`config.mk`:
```
export PLATFORM = sky130hd
export DESIGN_NAME = fact_ratio_seq
export DESIGN_NICKNAME = d
export VERILOG_FILES = /design/src/rtl/fact_ratio_pkg.sv /design/src/rtl/fact_div_seq.sv /design/src/rtl/fact_ratio_seq.sv
export SDC_FILE = /design/constraint.sdc
export NUM_CORES = 1
export LEC_CHECK = 0
export BUFFER_PORTS_ARGS = -buffer_cell sky130_fd_sc_hd__buf_2
export CAP_MARGIN = 20
export CORE_UTILIZATION = 40
export DETAILED_ROUTE_END_ITERATION = 10
export PLACE_DENSITY_LB_ADDON = 0.2
export SYNTH_ARGS = -nofsm -noshare
export SYNTH_HDL_FRONTEND = slang
export SYNTH_SLANG_ARGS = --single-unit
export TNS_END_PERCENT = 10
```
`constraint.sdc`:
```
create_clock -name clk -period 16.4 [get_ports clk]
set_clock_uncertainty 0.2 [all_clocks]
set_input_delay 1.64 -clock clk [delete_from_list [all_inputs] [get_ports clk]]
set_output_delay 1.64 -clock clk [all_outputs]
set_load 0.02 [all_outputs]
```
`src/rtl/fact_ratio_pkg.sv`:
```
// rtl/fact_ratio_pkg.sv - shared types, default widths and divisor helper for the factorial-ratio engine
//
// Contents:
//   state_t       FSM state encoding (IDLE, FACT, SCALE, DIV, DONE), 3 bits
//   N_W_DEF       default operand width
//   RES_W_DEF     default accumulator / divider / result width
//   divisor_of()  returns 2n+1; operand widths up to 30 bits are supported

package fact_ratio_pkg;

    typedef enum logic [2:0] {
        ST_IDLE  = 3'd0,
        ST_FACT  = 3'd1,
        ST_SCALE = 3'd2,
        ST_DIV   = 3'd3,
        ST_DONE  = 3'd4
    } state_t;

    localparam int N_W_DEF   = 4;
    localparam int RES_W_DEF = 32;

    // 2n+1 is odd, so the divisor can never be zero.
    function automatic logic [31:0] divisor_of(input logic [31:0] n);
        return (n << 1) + 32'd1;
    endfunction

endpackage

```
`src/rtl/fact_div_seq.sv`:
```
// rtl/fact_div_seq.sv - RES_W-cycle bit-serial restoring divider
//
// Ports:
//   clk       clock, all state updates on posedge
//   reset     synchronous, active-low
//   go        load dividend/divisor and start; restarts any division in flight
//   dividend  RES_W-bit numerator, sampled when go=1
//   divisor   RES_W-bit denominator, sampled when go=1, must be nonzero
//   quo       quotient; valid once busy has fallen after a go
//   busy      1 during the RES_W iteration cycles following go

module fact_div_seq #(
    parameter int RES_W = 32
) (
    input  logic             clk,
    input  logic             reset,
    input  logic             go,
    input  logic [RES_W-1:0] dividend,
    input  logic [RES_W-1:0] divisor,
    output logic [RES_W-1:0] quo,
    output logic             busy
);

    localparam int CNT_W = $clog2(RES_W);

    logic [RES_W-1:0] rem_q;
    logic [RES_W-1:0] div_q;
    logic [CNT_W-1:0] cnt_q;

    // The quotient register doubles as the dividend shift register: each step
    // shifts its MSB into the partial remainder and its LSB receives a quotient bit.
    logic [RES_W:0]   rem_sh;
    logic             fit;
    logic [RES_W-1:0] rem_next;

    assign rem_sh   = {rem_q, quo[RES_W-1]};
    assign fit      = (rem_sh >= {1'b0, div_q});
    assign rem_next = fit ? RES_W'(rem_sh - {1'b0, div_q}) : rem_sh[RES_W-1:0];

    always_ff @(posedge clk) begin
        if (!reset) begin
            rem_q <= '0;
            div_q <= '0;
            cnt_q <= '0;
            quo   <= '0;
            busy  <= 1'b0;
        end else if (go) begin
            rem_q <= '0;
            div_q <= divisor;
            quo   <= dividend;
            cnt_q <= CNT_W'(RES_W - 1);
            busy  <= 1'b1;
        end else if (busy) begin
            rem_q <= rem_next;
            quo   <= {quo[RES_W-2:0], fit};
            if (cnt_q == '0) begin
                busy <= 1'b0;
            end else begin
                cnt_q <= cnt_q - 1'b1;
            end
        end
    end

endmodule

```
`src/rtl/fact_ratio_seq.sv`:
```
// rtl/fact_ratio_seq.sv - iterative engine computing n * n! / (2n+1) with overflow reporting
//
// Ports:
//   clk       clock, all state updates on posedge
//   reset     synchronous, active-low
//   start     request, accepted only while ready=1
//   n         N_W-bit operand, sampled in the accept cycle
//   ready     1 while idle
//   done      one-cycle pulse; result/overflow valid from this cycle
//   result    truncated quotient, held until the next done
//   overflow  1 if any intermediate product exceeded RES_W bits
//
// Build option:
//   FACT_RATIO_SAT_EN  on overflow, result saturates to all ones and the divider
//                      is not started (DONE follows SCALE after one pass-through cycle)

module fact_ratio_seq
    import fact_ratio_pkg::*;
#(
    parameter int N_W   = N_W_DEF,
    parameter int RES_W = RES_W_DEF
) (
    input  logic             clk,
    input  logic             reset,
    input  logic             start,
    input  logic [N_W-1:0]   n,
    output logic             ready,
    output logic             done,
    output logic [RES_W-1:0] result,
    output logic             overflow
);

    state_t             state_q;
    logic [N_W-1:0]     n_q;
    logic [N_W:0]       idx_q;
    logic [RES_W-1:0]   acc_q;
    logic               ovf_q;
    logic               ready_q;
    logic               done_q;
    logic [RES_W-1:0]   result_q;
    logic               overflow_q;

    logic [N_W:0]       mul_op;
    logic [2*RES_W-1:0] prod;
    logic               ovf_now;
    logic               div_go;
    logic [RES_W-1:0]   div_quo;
    logic               div_busy;

    // One shared multiplier: FACT multiplies by the running index, SCALE by n.
    assign mul_op  = (state_q == ST_SCALE) ? {1'b0, n_q} : idx_q;
    assign prod    = (2*RES_W)'(acc_q) * (2*RES_W)'(mul_op);
    assign ovf_now = |prod[2*RES_W-1:RES_W];

    // The divider is launched straight from the SCALE product so that the
    // final accumulator value is not needed a cycle later.
`ifdef FACT_RATIO_SAT_EN
    assign div_go = (state_q == ST_SCALE) && !(ovf_q || ovf_now);
`else
    assign div_go = (state_q == ST_SCALE);
`endif

    fact_div_seq #(
        .RES_W (RES_W)
    ) u_div (
        .clk      (clk),
        .reset    (reset),
        .go       (div_go),
        .dividend (prod[RES_W-1:0]),
        .divisor  (RES_W'(divisor_of(32'(n_q)))),
        .quo      (div_quo),
        .busy     (div_busy)
    );

    always_ff @(posedge clk) begin
        if (!reset) begin
            state_q    <= ST_IDLE;
            n_q        <= '0;
            idx_q      <= '0;
            acc_q      <= '0;
            ovf_q      <= 1'b0;
            ready_q    <= 1'b1;
            done_q     <= 1'b0;
            result_q   <= '0;
            overflow_q <= 1'b0;
        end else begin
            done_q <= 1'b0;
            case (state_q)
                ST_IDLE: begin
                    if (start) begin
                        n_q     <= n;
                        acc_q   <= RES_W'(1);
                        idx_q   <= (N_W+1)'(2);
                        ovf_q   <= 1'b0;
                        ready_q <= 1'b0;
                        if (n == '0) begin
                            state_q    <= ST_DONE;
                            done_q     <= 1'b1;
                            result_q   <= '0;
                            overflow_q <= 1'b0;
                        end else if (n == N_W'(1)) begin
                            state_q <= ST_SCALE;
                        end else begin
                            state_q <= ST_FACT;
                        end
                    end
                end
                ST_FACT: begin
                    acc_q <= prod[RES_W-1:0];
                    ovf_q <= ovf_q | ovf_now;
                    idx_q <= idx_q + 1'b1;
                    if (idx_q == {1'b0, n_q}) begin
                        state_q <= ST_SCALE;
                    end
                end
                ST_SCALE: begin
                    acc_q   <= prod[RES_W-1:0];
                    ovf_q   <= ovf_q | ovf_now;
                    state_q <= ST_DIV;
                end
                ST_DIV: begin
                    // busy is already high in the first DIV cycle when the
                    // divider was launched, so falling busy marks completion.
                    if (!div_busy) begin
                        state_q    <= ST_DONE;
                        done_q     <= 1'b1;
                        overflow_q <= ovf_q;
`ifdef FACT_RATIO_SAT_EN
                        result_q   <= ovf_q ? {RES_W{1'b1}} : div_quo;
`else
                        result_q   <= div_quo;
`endif
                    end
                end
                ST_DONE: begin
                    state_q <= ST_IDLE;
                    ready_q <= 1'b1;
                end
                default: begin
                    state_q <= ST_IDLE;
                    ready_q <= 1'b1;
                end
            endcase
        end
    end

    assign ready    = ready_q;
    assign done     = done_q;
    assign result   = result_q;
    assign overflow = overflow_q;

endmodule
```
## Yosys cells after proc, flatten, opt, wreduce, memory -nomap -nowiden

Cells that the tools add are included.

| cells by class | value |
|---|---|
| add/subtract/negate cells | 4 |
| $mul | 1 |
| magnitude comparators | 1 |
| eq/ne operators | 10 |
| muxes and demuxes | 35 |
| bitwise operators | 3 |
| reduce and logical (&&, ||, !) cells | 18 |

Operators by type and width:

| kind | number |
|---|---|
| two-way mux 32 bit | 7 |
| case mux 32 bit (2 select lines) | 2 |
| multiplier 32 x 5 -> 37 bit | 1 |
| >= comparator 33 x 32 -> 1 bit | 1 |
| subtractor 32 bit | 1 |
| two-way mux 5 bit | 5 |
| two-way mux 3 bit | 4 |
| case mux 3 bit (4 select lines) | 1 |
| two-way mux 1 bit | 10 |
| inequality test 2 bit, second input constant | 5 |
| case mux 5 bit (2 select lines) | 1 |
| AND reduction 2 bit | 5 |
| case mux 1 bit (2 select lines) | 4 |
| nonzero test 2 bit | 4 |
| adder 5 x 1 -> 6 bit, second input constant | 1 |
| == test 3 x 2 -> 1 bit, second input constant | 2 |
| adder 5 x 1 -> 5 bit, second input constant | 1 |
| == test 5 x 4 -> 1 bit | 1 |
| zero test 5 bit | 1 |
| OR reduction 5 bit | 1 |
| subtractor 5 x 1 -> 5 bit, second input constant | 1 |
| == test 4 x 1 -> 1 bit, second input constant | 1 |
| zero test 4 bit | 1 |
| AND reduction 4 bit | 1 |
| 8 further kinds | 10 |

| storage, ports and cells | value |
|---|---|
| flip-flop bits (word level) | 182 |
| input port bits | 7 |
| output and inout bits | 35 |
| logic and storage cells | 86 |

## Logic depth before layout (Yosys ltp)

| logic depth | value |
|---|---|
| word-level depth | 6 |
| depth in mapped cells | 24 |
| depth with buffers taken out | 22 |

## By module

Synthesis repeated with hierarchy kept, for this count alone.

| second synthesis, totals | value |
|---|---|
| cell total of the unflattened synthesis | 1,813 |
| area total of the unflattened synthesis | 14,785.4 um^2 |

By module, submodules not included:

| module | instances | cells each | area each (um^2) | sequential area each (um^2) |
|---|---|---|---|---|
| fact_ratio_seq | 1 | 1,060 | 8,519.4 | 1,601.5 |
| fact_div_seq | 1 | 753 | 6,266.0 | 2,042.0 |

## Worst setup path after synthesis

Ideal clock, no wire load.

| timing path | value |
|---|---|
| kind | register to register |
| start | reg state_q[1] |
| end | reg ovf_q |
| library setup time | 0.131 ns |
| data arrival time | 5.458 ns |
| data required time | 16.069 ns |
| setup slack | 10.611 ns |
| stages on the path, launching flop included | 22 |
| path buffers | 4 |
| clock period less this slack | 5.789 ns |
| cells stage by stage | dfxtp_1 -> clkbuf_1 -> nand2_1 -> clkbuf_1 -> clkbuf_1 -> buf_1 -> nand3_1 -> fa_1 -> fa_1 -> fa_1 -> inv_1 -> ha_1 -> a211oi_1 -> o211ai_1 -> a31oi_1 -> a21oi_1 -> o41ai_2 -> o211ai_1 -> a21boi_1 -> xnor2_1 -> nor4_1 -> a31oi_1 |

| between the ends | value |
|---|---|
| longest elaborated chain between the ends | 6 |
| elaborated cells on any way between the ends | 12 |
| classes of those cells | mul: 1; eq/ne: 3; mux: 2; bitwise: 1; reduce/logical: 5 |

Ends and longest elaborated chain:

| what | line | text |
|---|---|---|
| start: declaration | fact_ratio_seq.sv:33 | `state_t state_q;` |
| start signal: assignment | fact_ratio_seq.sv:77 | `state_q <= ST_IDLE;` |
| start signal: assignment | fact_ratio_seq.sv:97 | `state_q <= ST_DONE;` |
| start signal: assignment | fact_ratio_seq.sv:102 | `state_q <= ST_SCALE;` |
| == test 3 x 2 -> 1 bit | fact_ratio_seq.sv:51, fact_ratio_seq.sv:88 |  |
| two-way mux 5 bit | fact_ratio_seq.sv:51 | `assign mul_op = (state_q == ST_SCALE) ? {1'b0, n_q} : idx_q;` |
| multiplier 32 x 5 -> 37 bit | fact_ratio_seq.sv:52 | `assign prod = (2*RES_W)'(acc_q) * (2*RES_W)'(mul_op);` |
| OR reduction 5 bit | fact_ratio_seq.sv:53 | `assign ovf_now = \|prod[2*RES_W-1:RES_W];` |
| bitwise OR 1 bit | fact_ratio_seq.sv:110, fact_ratio_seq.sv:118 |  |
| case mux 1 bit (2 select lines) | fact_ratio_seq.sv:88 | `case (state_q)` |
| end signal: assignment | fact_ratio_seq.sv:110 | `ovf_q <= ovf_q \| ovf_now;` |
| end signal: assignment | fact_ratio_seq.sv:118 | `ovf_q <= ovf_q \| ovf_now;` |
| end: declaration | fact_ratio_seq.sv:37 | `logic ovf_q;` |

Several ways; a longest one is shown, not always the timed one.
A chain may end at the register's enable or synchronous reset.

## Worst setup path in the final report

| timing path | value |
|---|---|
| start | reg state_q[0] |
| end | reg ovf_q |

The elaborated chain is that of the path after synthesis.

==> flow_summary.ini <==
[run_status]
outcome = finished, final reports clean

[global_route]
overflow = 0
grt_pass1_wl_mm = 45.2
track_usage_pct = 19.3
grt_pass1_vias = 8892
antenna_found_initial = 0
grt_max_degree = 92

[yosys]
yosysWarnings = 0
synthMuxAreaShare_pct = 3.01
synth_cells = 1357
async_reset_ff_share_pct = 0
synth.ff_latch_count = 155
synth_edf_count = 0
synth-xor-area-share_pct = 4.89
postSynthAreaPerCell_sq_um = 8.44
ys.flop_type = dfxtp_1
synthSimpleGateAreaFrac_pct = 19.3
ys_types = 58
synth_compound_area_share_pct = 17.2
synth_fa_ha_area_share_pct = 21.7
synth_top_family_by_area = adder cells
syn_area_sq_um = 11500
ys_seq_area_share_pct = 27.1
synth_nets = 1508

[worst_setup_path]
crit_fanout = 76
end_kind = flip-flop
r2r_setup_slack_ps = 9150
cp_slowest_cell = buf_4
r2r_cells = 22
max_stage_delay_ps = 690
r2r_start = state_q[0]
crit_path_start_kind = flip-flop
cp_cell_sequence = nor2_1 -> nand2_4 -> buf_4 -> nand2_1 -> nand2_1 -> buf_4 -> nand2_1 -> fa_1 -> fa_1 -> fa_1 -> inv_1 -> ha_1 -> a211oi_1 -> o211ai_1 -> a31oi_1 -> a21oi_1 -> o41ai_2 -> o211ai_1 -> a21boi_1 -> xnor2_1 -> nor4_1 -> a31oi_1
worst_ep_required_time_ps = 16510
crit_type = reg2reg
r2r-end = ovf_q
critPathArrivalTime_ps = 7360

[pwr]
power_density_nw_per_um2 = 107
peakVddDrop_mv = 0.0811
p_leak_uw = 0.00558
p_total_uw = 1340

[route]
drt_iter0_markers = 622
top_layer_used = met4
num_vias = 9296
met2WireLength_mm = 12.3
first_pass_iters = 5
viasPerCell = 5.33
drtAntennaViolNets = 0
drcViolationCount = 0
wirelength_mm = 27.0
wl_met3_um = 681
met1Wirelength_mm = 13.8
avgRoutedWirePerCell_um = 15.5

[finish]
final_cell_mix = 154 x dfxtp_1, 144 x nor2_1, 126 x inv_1
drive_above_1_share_pct = 7.75
area_growth_pct = 9.36
post-route-util_pct = 44.7
nNetsFinal = 1506
final_common_cell = dfxtp_1
n_antenna_cell = 0

[sta]
setup_viol = 0
rsz0062_at_grt = no
hold_viol = 0
fin_crit_sh_pct = 44.2
slew_headroom_pct = 35.1
tns_ps = 0
fmax_ghz = 0.138
hold_slack_ps = 261
finalMaxSlewViolations = 0
tightestPinTransition_ps = 961
finalCriticalPeriod_ps = 7250

[worst_hold_path]
hold_start = u_div.div_q[2]
hold_class = reg2reg
hold_path_end = u_div.div_q[2]
hold_depth = 2

[clock_network]
clockRootBuffer = clkbuf_16
cts.repair.resized = 0
clk_pin_slew_ps = 70
htreeDepth = 4
cts_num_sinks = 155
postCtsSetupRepairBufs = 0
clock_path_buffers = 2
clk_latency_ps = 430
hold_buffers = 0
cts_made_buffers = 17
cts_tree = built

[floorplan]
dieHeight_um = 171
core_sq_um = 28000
start_util_pct = 40.9
placementRows = 61
dieWidth_um = 171
dieArea_sq_um = 29300
io_pins = 42

[placement]
gp_congestion = 0.844
hpwl_mm = 19.3
io_buffer_count = 41

[run]
cap_violations = 0
## cell usage after synthesis (all sizes together), types with 5 or more instances
master	n	area share, %
a211oi	37	2.4
a21o	15	0.98
a21oi	81	3.5
a22oi	60	3.9
a31oi	11	0.60
and2	71	3.9
and3	33	1.8
buf	8	0.39
clkbuf	67	2.2
dfxtp	155	27
fa	91	16
ha	53	5.8
inv	128	4.2
mux2i	30	2.6
nand2	97	3.2
nand2b	10	0.55
nand3	18	0.79
nor2	146	4.8
nor2b	35	1.9
nor3	15	0.70
nor4	10	0.81
o211ai	10	0.66
o21a	5	0.33
o21ai	62	2.7
or4	5	0.37
xnor2	45	3.4
xor2	19	1.5
## metrics by stage
step           std cells  worst slack (ps)  cell area, sq um
2_1_floorplan       1357             10610             11500
3_3_place_gp        1714              9420             12000
3_5_place_dp        1714              9250             12000
4_1_cts             1745              9200             12500
5_1_grt             1745              8590             12500
6_report            1745              9150             12500
## logic make-up after synthesis
group           count (synthesis)
buf+inv                       203
compound gates                308
fa+ha+maj                     144
simple gates                  449
xor+xnor                       64
mux                            34
flops                         155
## critical path, delay by kind of cell (launching register included)
family | cells | cell delay [ps]
buffers and inverters | 3 | 1060
flip-flops | 1 | 430
adder cells (fa/ha/maj) | 4 | 1900
XOR/XNOR | 1 | 90
AND/OR/NAND/NOR | 6 | 1190
AO/OA/AOI/OAI | 8 | 2210
## power breakdown
part / switching, uW / total (uW) / internal [uW]
clock: 160 / 388 / 227
sequential: 66.8 / 499 / 432
combinational: 280 / 450 / 170
total: 507 / 1340 / 830
## metal layers
metal / vias up / track usage [%]
li1: 4562 / -
met1: 4580 / 27.4
met2: 136 / 30.9
met3: 18 / 2.14
met4: 0 / 4.93
met5: - / 0
## cell type report
class	count	area (sq um)
flip-flops and latches	155	3110
fillers	2794	15500
repair buffers	54	303
clock buffers	21	450
multi-input cells	999	7600
inverters	128	482
well taps	378	473
clock inverters	10	118
## sequential cells by signal, summed over array words and instances, names as in the netlist
register / cells
overflow: 1
u_div.quo: 32
state_q: 3
u_div.busy: 1
idx_q: 5
u_div.cnt_q: 5
acc_q: 32
done: 1
result: 32
n_q: 4
ovf_q: 1
u_div.div_q: 5
ready: 1
u_div.rem_q: 32
## how the worst max path moves through the flow
stage,startpoint,endpoint,slack (ps)
after floorplan,state_q[1],ovf_q,10610
after global placement,state_q[0],ovf_q,9420
after detailed placement,state_q[2],ovf_q,9250
after CTS,state_q[0],ovf_q,9200
after global routing,state_q[0],ovf_q,8590
final,state_q[0],ovf_q,9150
No activity file was read; power rests on OpenSTA's default activity.
